**src/rtl/cpu_pkg.sv**
```systemverilog
// Shared types and constants for the MiniComputer control/execute slice.
package cpu_pkg;

    localparam int unsigned DATA_W  = 32;
    localparam int unsigned OPC_W   = 6;
    localparam int unsigned SALU_W  = 5;
    localparam int unsigned STATE_W = 5;
    localparam int unsigned IMM_W   = 16;
    localparam int unsigned SZ_W    = 2;

    typedef enum logic [STATE_W-1:0] {
        S_IDLE   = 5'd0,
        S_FETCH  = 5'd1,
        S_DECODE = 5'd2,
        S_EXEC   = 5'd3,
        S_WB     = 5'd4,
        S_MREQ   = 5'd5,
        S_MRD    = 5'd6,
        S_LWB    = 5'd7,
        S_MWR    = 5'd8,
        S_BR     = 5'd9,
        S_JMP    = 5'd10
    } state_t;

    localparam logic [OPC_W-1:0] OP_ALU_MAX = 6'h1F;
    localparam logic [OPC_W-1:0] OP_LB      = 6'h20;
    localparam logic [OPC_W-1:0] OP_LW      = 6'h21;
    localparam logic [OPC_W-1:0] OP_LH      = 6'h22;
    localparam logic [OPC_W-1:0] OP_SB      = 6'h24;
    localparam logic [OPC_W-1:0] OP_SW      = 6'h25;
    localparam logic [OPC_W-1:0] OP_SH      = 6'h26;
    localparam logic [OPC_W-1:0] OP_BR_LO   = 6'h28;
    localparam logic [OPC_W-1:0] OP_BR_HI   = 6'h2F;
    localparam logic [OPC_W-1:0] OP_J       = 6'h30;
    localparam logic [OPC_W-1:0] OP_JAL     = 6'h31;
    localparam logic [OPC_W-1:0] OP_HALT    = 6'h3F;
    localparam logic [OPC_W-1:0] OP_MEM_LO  = 6'h20;

    localparam logic [SALU_W-1:0] ALU_ADD  = 5'd0;
    localparam logic [SALU_W-1:0] ALU_SUB  = 5'd1;
    localparam logic [SALU_W-1:0] ALU_AND  = 5'd2;
    localparam logic [SALU_W-1:0] ALU_OR   = 5'd3;
    localparam logic [SALU_W-1:0] ALU_XOR  = 5'd4;
    localparam logic [SALU_W-1:0] ALU_NOR  = 5'd5;
    localparam logic [SALU_W-1:0] ALU_SLL  = 5'd6;
    localparam logic [SALU_W-1:0] ALU_SRL  = 5'd7;
    localparam logic [SALU_W-1:0] ALU_SRA  = 5'd8;
    localparam logic [SALU_W-1:0] ALU_SLT  = 5'd9;
    localparam logic [SALU_W-1:0] ALU_SLTU = 5'd10;
    localparam logic [SALU_W-1:0] ALU_MUL  = 5'd11;
    localparam logic [SALU_W-1:0] ALU_PASS = 5'd12;

    localparam logic [SZ_W-1:0] SZ_NONE = 2'd0;
    localparam logic [SZ_W-1:0] SZ_BYTE = 2'd1;
    localparam logic [SZ_W-1:0] SZ_HALF = 2'd2;
    localparam logic [SZ_W-1:0] SZ_WORD = 2'd3;

    typedef enum logic [2:0] {
        C_ALU, C_LOAD, C_STORE, C_BR, C_JMP, C_HALT, C_NOP
    } opclass_t;

    // Classify an opcode into the sequencing class used by DECODE.
    function automatic opclass_t op_class(input logic [OPC_W-1:0] op);
        if (op <= OP_ALU_MAX)                      return C_ALU;
        if (op == OP_LB || op == OP_LW || op == OP_LH) return C_LOAD;
        if (op == OP_SB || op == OP_SW || op == OP_SH) return C_STORE;
        if (op >= OP_BR_LO && op <= OP_BR_HI)      return C_BR;
        if (op == OP_J || op == OP_JAL)            return C_JMP;
        if (op == OP_HALT)                         return C_HALT;
        return C_NOP;
    endfunction

    // Access size of a load/store opcode; none for anything else.
    function automatic logic [SZ_W-1:0] op_size(input logic [OPC_W-1:0] op);
        case (op)
            OP_LB, OP_SB: return SZ_BYTE;
            OP_LH, OP_SH: return SZ_HALF;
            OP_LW, OP_SW: return SZ_WORD;
            default:      return SZ_NONE;
        endcase
    endfunction

endpackage

```
**src/rtl/cpu_alu.sv**
```systemverilog
// 32-bit combinational ALU, wrap-around arithmetic, no flags.
module cpu_alu
    import cpu_pkg::*;
(
    input  logic [DATA_W-1:0] a,
    input  logic [DATA_W-1:0] b,
    input  logic [SALU_W-1:0] salu,
    output logic [DATA_W-1:0] res
);

    logic [4:0] shamt;
    assign shamt = b[4:0];

    // Operation select; undefined select codes yield zero.
    always_comb begin
        res = '0;
        case (salu)
            ALU_ADD:  res = a + b;
            ALU_SUB:  res = a - b;
            ALU_AND:  res = a & b;
            ALU_OR:   res = a | b;
            ALU_XOR:  res = a ^ b;
            ALU_NOR:  res = ~(a | b);
            ALU_SLL:  res = a << shamt;
            ALU_SRL:  res = a >> shamt;
            ALU_SRA:  res = DATA_W'($signed(a) >>> shamt);
            ALU_SLT:  res = DATA_W'($signed(a) < $signed(b));
            ALU_SLTU: res = DATA_W'(a < b);
            ALU_MUL:  res = a * b;
            ALU_PASS: res = b;
            default:  res = '0;
        endcase
    end

endmodule

```
**src/rtl/cpu_ctrl_exec.sv**
```systemverilog
// Multi-cycle controller FSM, ALU and data-memory address adder.
module cpu_ctrl_exec
    import cpu_pkg::*;
(
    input  logic                Clk,
    input  logic                Rst,
    input  logic [OPC_W-1:0]    opcode,
    input  logic                Start,
    input  logic                grt,
    input  logic [DATA_W-1:0]   alu_a,
    input  logic [DATA_W-1:0]   alu_b,
    input  logic [SALU_W-1:0]   salu,
    input  logic [DATA_W-1:0]   addr_base,
    input  logic [IMM_W-1:0]    imm16,
    output logic [DATA_W-1:0]   alu_res,
    output logic [DATA_W-1:0]   mem_addr,
    output logic [STATE_W-1:0]  ps,
    output logic [SZ_W-1:0]     WDM,
    output logic [SZ_W-1:0]     RDM,
    output logic [SZ_W-1:0]     RIM,
    output logic                Ready,
    output logic                LdIR,
    output logic                LdA,
    output logic                LdB,
    output logic                LdALU,
    output logic                LdMDR,
    output logic                WRF,
    output logic                CPC,
    output logic                SWA,
    output logic                sssb,
    output logic                IFF,
    output logic                req,
    output logic                cs
);

    state_t   state, state_nx;
    opclass_t cls;

    assign cls      = op_class(opcode);
    assign ps       = state;
    assign sssb     = (opcode >= OP_MEM_LO);
    assign mem_addr = addr_base + {{(DATA_W-IMM_W){1'b0}}, imm16};

    cpu_alu u_alu (
        .a    (alu_a),
        .b    (alu_b),
        .salu (salu),
        .res  (alu_res)
    );

    // State register; reset drops straight back to IDLE from any state.
    always_ff @(posedge Clk or negedge Rst) begin
        if (!Rst) state <= S_IDLE;
        else      state <= state_nx;
    end

    // Next-state and Moore control outputs.
    always_comb begin
        state_nx = state;
        WDM   = SZ_NONE;
        RDM   = SZ_NONE;
        RIM   = SZ_NONE;
        Ready = 1'b0;
        LdIR  = 1'b0;
        LdA   = 1'b0;
        LdB   = 1'b0;
        LdALU = 1'b0;
        LdMDR = 1'b0;
        WRF   = 1'b0;
        CPC   = 1'b0;
        SWA   = 1'b0;
        IFF   = 1'b0;
        req   = 1'b0;
        cs    = 1'b0;
        case (state)
            S_IDLE: begin
                Ready = 1'b1;
                if (Start) state_nx = S_FETCH;
            end
            S_FETCH: begin
                RIM      = SZ_WORD;
                LdIR     = 1'b1;
                state_nx = S_DECODE;
            end
            S_DECODE: begin
                LdA = 1'b1;
                LdB = 1'b1;
                case (cls)
                    C_ALU:   state_nx = S_EXEC;
                    C_LOAD,
                    C_STORE: state_nx = S_MREQ;
                    C_BR:    state_nx = S_BR;
                    C_JMP:   state_nx = S_JMP;
                    C_HALT:  state_nx = S_IDLE;
                    default: begin
                        CPC      = 1'b1;
                        state_nx = S_FETCH;
                    end
                endcase
            end
            S_EXEC: begin
                LdALU    = 1'b1;
                state_nx = S_WB;
            end
            S_WB, S_LWB: begin
                WRF      = 1'b1;
                CPC      = 1'b1;
                state_nx = S_FETCH;
            end
            S_MREQ: begin
                req = 1'b1;
                if (grt) state_nx = (cls == C_STORE) ? S_MWR : S_MRD;
            end
            S_MRD: begin
                req      = 1'b1;
                cs       = 1'b1;
                RDM      = op_size(opcode);
                LdMDR    = 1'b1;
                state_nx = S_LWB;
            end
            S_MWR: begin
                req      = 1'b1;
                cs       = 1'b1;
                WDM      = op_size(opcode);
                CPC      = 1'b1;
                state_nx = S_FETCH;
            end
            S_BR: begin
                IFF      = 1'b1;
                CPC      = 1'b1;
                state_nx = S_FETCH;
            end
            S_JMP: begin
                IFF      = 1'b1;
                CPC      = 1'b1;
                WRF      = (opcode == OP_JAL);
                SWA      = (opcode == OP_JAL);
                state_nx = S_FETCH;
            end
            default: state_nx = S_IDLE;
        endcase
    end

endmodule

```
**config.mk**
```make
export PLATFORM = sky130hd
export DESIGN_NAME = cpu_ctrl_exec
export DESIGN_NICKNAME = d
export VERILOG_FILES = /design/src/rtl/cpu_pkg.sv /design/src/rtl/cpu_alu.sv /design/src/rtl/cpu_ctrl_exec.sv
export SDC_FILE = /design/constraint.sdc
export NUM_CORES = 2
export LEC_CHECK = 0
export CORE_MARGIN = 1.5
export CORE_UTILIZATION = 46
export CTS_CLUSTER_DIAMETER = 200
export DETAILED_ROUTE_END_ITERATION = 10
export HOLD_SLACK_MARGIN = 0.03
export PLACE_DENSITY = 0.68
export SYNTH_ARGS = -nofsm -noshare
export SYNTH_HDL_FRONTEND = slang
export SYNTH_SLANG_ARGS = --single-unit
```
**constraint.sdc**
```tcl
create_clock -name Clk -period 12.65 [get_ports Clk]
set_input_delay 2.53 -clock Clk [delete_from_list [all_inputs] [get_ports Clk]]
set_output_delay 2.53 -clock Clk [all_outputs]
set_load 0.005 [all_outputs]
```
==> summary.txt <==
max_slew headroom: 30.3%
Avg Vias per Cell: 6.06
CTS buffer count: 3
WHS Path Cells: 1
# Max-Cap Violations: 0
HPWL Detailed: 92800 um
crit start category: input port
Largest register FFs: 4
share of post-route cells with drive strength above 1: 14.1%
endpoint type of the worst setup path: output port
status: complete, no violations
Post-synth ARST share: 100%
Die H: 236 um
syn avg cell area: 7.63 um2
largest net degree at the start of global routing: 80
hold violation total from the final report: 0
max-slew violations: 0
Max Freq: 0.0797 GHz
post-route ant nets: 0
setup TNS: 0 ps
synth unique cells: 88
RSZ-0062 raised after global routing: yes
FF-to-FF setup slack: 11130 ps
Buf/Inv on CP: 12
Worst Hold End: ps[1]
number of global-route vias before repair: 26200
Crit Path Max Fanout: 10
Final Skew: 2.18 ps
Routed WL: 112000 um
Max clock buf depth: 2
hold_buf cts: 0
Starting Density: 46.4%
met2 usage: 61.1%
Worst path max stage delay: 540 ps
Worst EP arrival: 10020 ps
commonest non-fill, non-tap cell in the layout: nor2_1
family with the most delay on the worst path: adder cells
std cell rows: 85
worst-margin pin slew: 1040 ps
reg2reg end: ps[3]
gr busiest metal: met2
Clock transition at path regs: 30 ps
synth top area cells: fa_1 33%, ha_1 12%, nor2_1 7.3%, inv_1 7.1%, nand2_1 5.4%
Final #Nets: 4402
synthesized netlist net count: 4040
area growth from synthesis to final layout: 22.2%
placed cells: 4302
fin crit period: 12550 ps
gr ovfl total: 0
TritonCTS clock tree: built
Clock Latency Late Sink: 220 ps
Synth warnings: 0
number of fillers in the final layout: 5101
first-pass GRT wire length: 167000 um
routability cong.: 1.07
drt initial violations: 3392
Wirelength per Cell: 25.9 um
final core occ: 56.7%
FF/Latch Area: 100 um2
clock root buffer: clkbuf_16
crit share post-route: 99.2%
DRC Markers: 0
M3 GR Usage: 10.1%
initial antenna violation count: 5
Synth top area share: 33.0%
CTS sink cnt: 4
chip width: 236 um
critical path required time: 10120 ps
CP Class: in2out
Multi-input gate area: 22500 um2
classification of the worst-slack hold path: reg2reg
Post-synth EDFFs: 0
vias: 26200
I/O Buffers: 213
cells after synthesis: 3266
min-delay src: ps[3]
prevailing post-synth register cell: dfrtp_1
synthesis-stage register bit count: 4
largest area contributor in the netlist: fa_1
Total Routing Usage GR: 40.4%
Ports: 215
RR Startpoint: ps[0]
CTS H-Tree Depth: 1
Die ar.: 55600 um2
r2r worst-path depth: 4
met1 usage: 52.2%
most used cell, CP: fa_1
setup violators final: 0
Mapped Area: 24900 um2
First-pass DRT Iterations: 8
Non-Filler Instances: 4328
Core Region: 53700 um2
sequential element share of the synthesized area: 0.402%
most frequent cells in the layout: 470 x nor2_1, 457 x inv_1, 402 x fa_1
Crit-path slowest cell: fa_1
cell families (layout without fill, tap and decap cells):
logic type	Yosys count	in the layout	synth area share, %
buffers and inverters	700	1060	10.7
muxes	90	90	4.85
other	1	7	0.0151
xor gates and xnor gates	133	133	4.68
DFF	4	4	0.402
AOI/OAI and AO/OA	613	613	16.2
and+or+nand+nor	1078	1078	18.3
adders and majority gates	647	647	44.9
worst max-delay path by stage:
stage               startpoint           to  slack [ps]  cells past startpoint
floorplan             alu_b[2]  alu_res[31]          30                     30
global placement     alu_b[11]  alu_res[31]        -300                     29
detailed placement   alu_b[11]  alu_res[31]        -420                     29
CTS                   alu_b[9]  alu_res[31]         -80                     26
global route         alu_a[11]  alu_res[29]        -110                     30
finish               alu_a[11]  alu_res[29]         100                     30
stage by stage:
| stage | hold WS (ps) | area (um2) | setup WS, ps |
|---|---|---|---|
| global placement | 683 | 29900 | -302 |
| detailed placement | 676 | 29900 | -422 |
| global route | 735 | 30400 | -109 |
| finish | 672 | 30400 | 104 |
| floorplan | 739 | 24900 | 26.7 |
| CTS | 680 | 30200 | -78.9 |
repair_timing:
| action | in CTS | in global routing |
|---|---|---|
| setup endpoints to repair | 14 | 14 |
| pin swaps | 13 | 18 |
| resized for setup | 68 | 59 |
| buffers inserted | 13 | 4 |
| gates cloned | 0 | 0 |
layout make-up:
| cell class | instances | share of cell area, % |
|---|---|---|
| Multi-Input combinational cell | 2562 | 73.9 |
| Timing Repair Buffer | 568 | 16.5 |
| Inverter | 489 | 6.11 |
| Tap cell | 696 | 2.86 |
| Sequential cell | 4 | 0.329 |
| Clock buffer | 3 | 0.247 |
| Antenna cell | 6 | 0.0493 |
synthesized netlist by cell type (all sizes together) (15+ instances only):
cell type / count
o211ai: 22
a211o: 16
fa: 411
a21oi: 142
nand3: 36
a22oi: 27
mux4: 24
nand2b: 38
a21o: 33
buf: 65
nand2: 361
nor2: 487
xnor2: 103
xor2: 30
a31oi: 23
a211oi: 30
a221oi: 15
ha: 236
or3: 16
nand4: 23
o21ai: 167
clkbuf: 146
mux2i: 60
nor3: 54
o21a: 15
inv: 478
worst reg2reg max path, delay by kind of cell, from the launching register on:
kind	cells	cell delay, ps
and+or+nand+nor	3	780
DFF	1	490
AOI/OAI and AO/OA	1	170
per-layer routing:
layer  part of all wire [%]  up-vias
met5                  0.062        -
met4                    7.5        6
met3                     12      417
met2                     43     1796
met1                     38    12700
li1                       -    11400
Power is left out: the tool's default activity adds up to more than one toggle a clock period on the data nets, which glitch-free logic cannot reach.
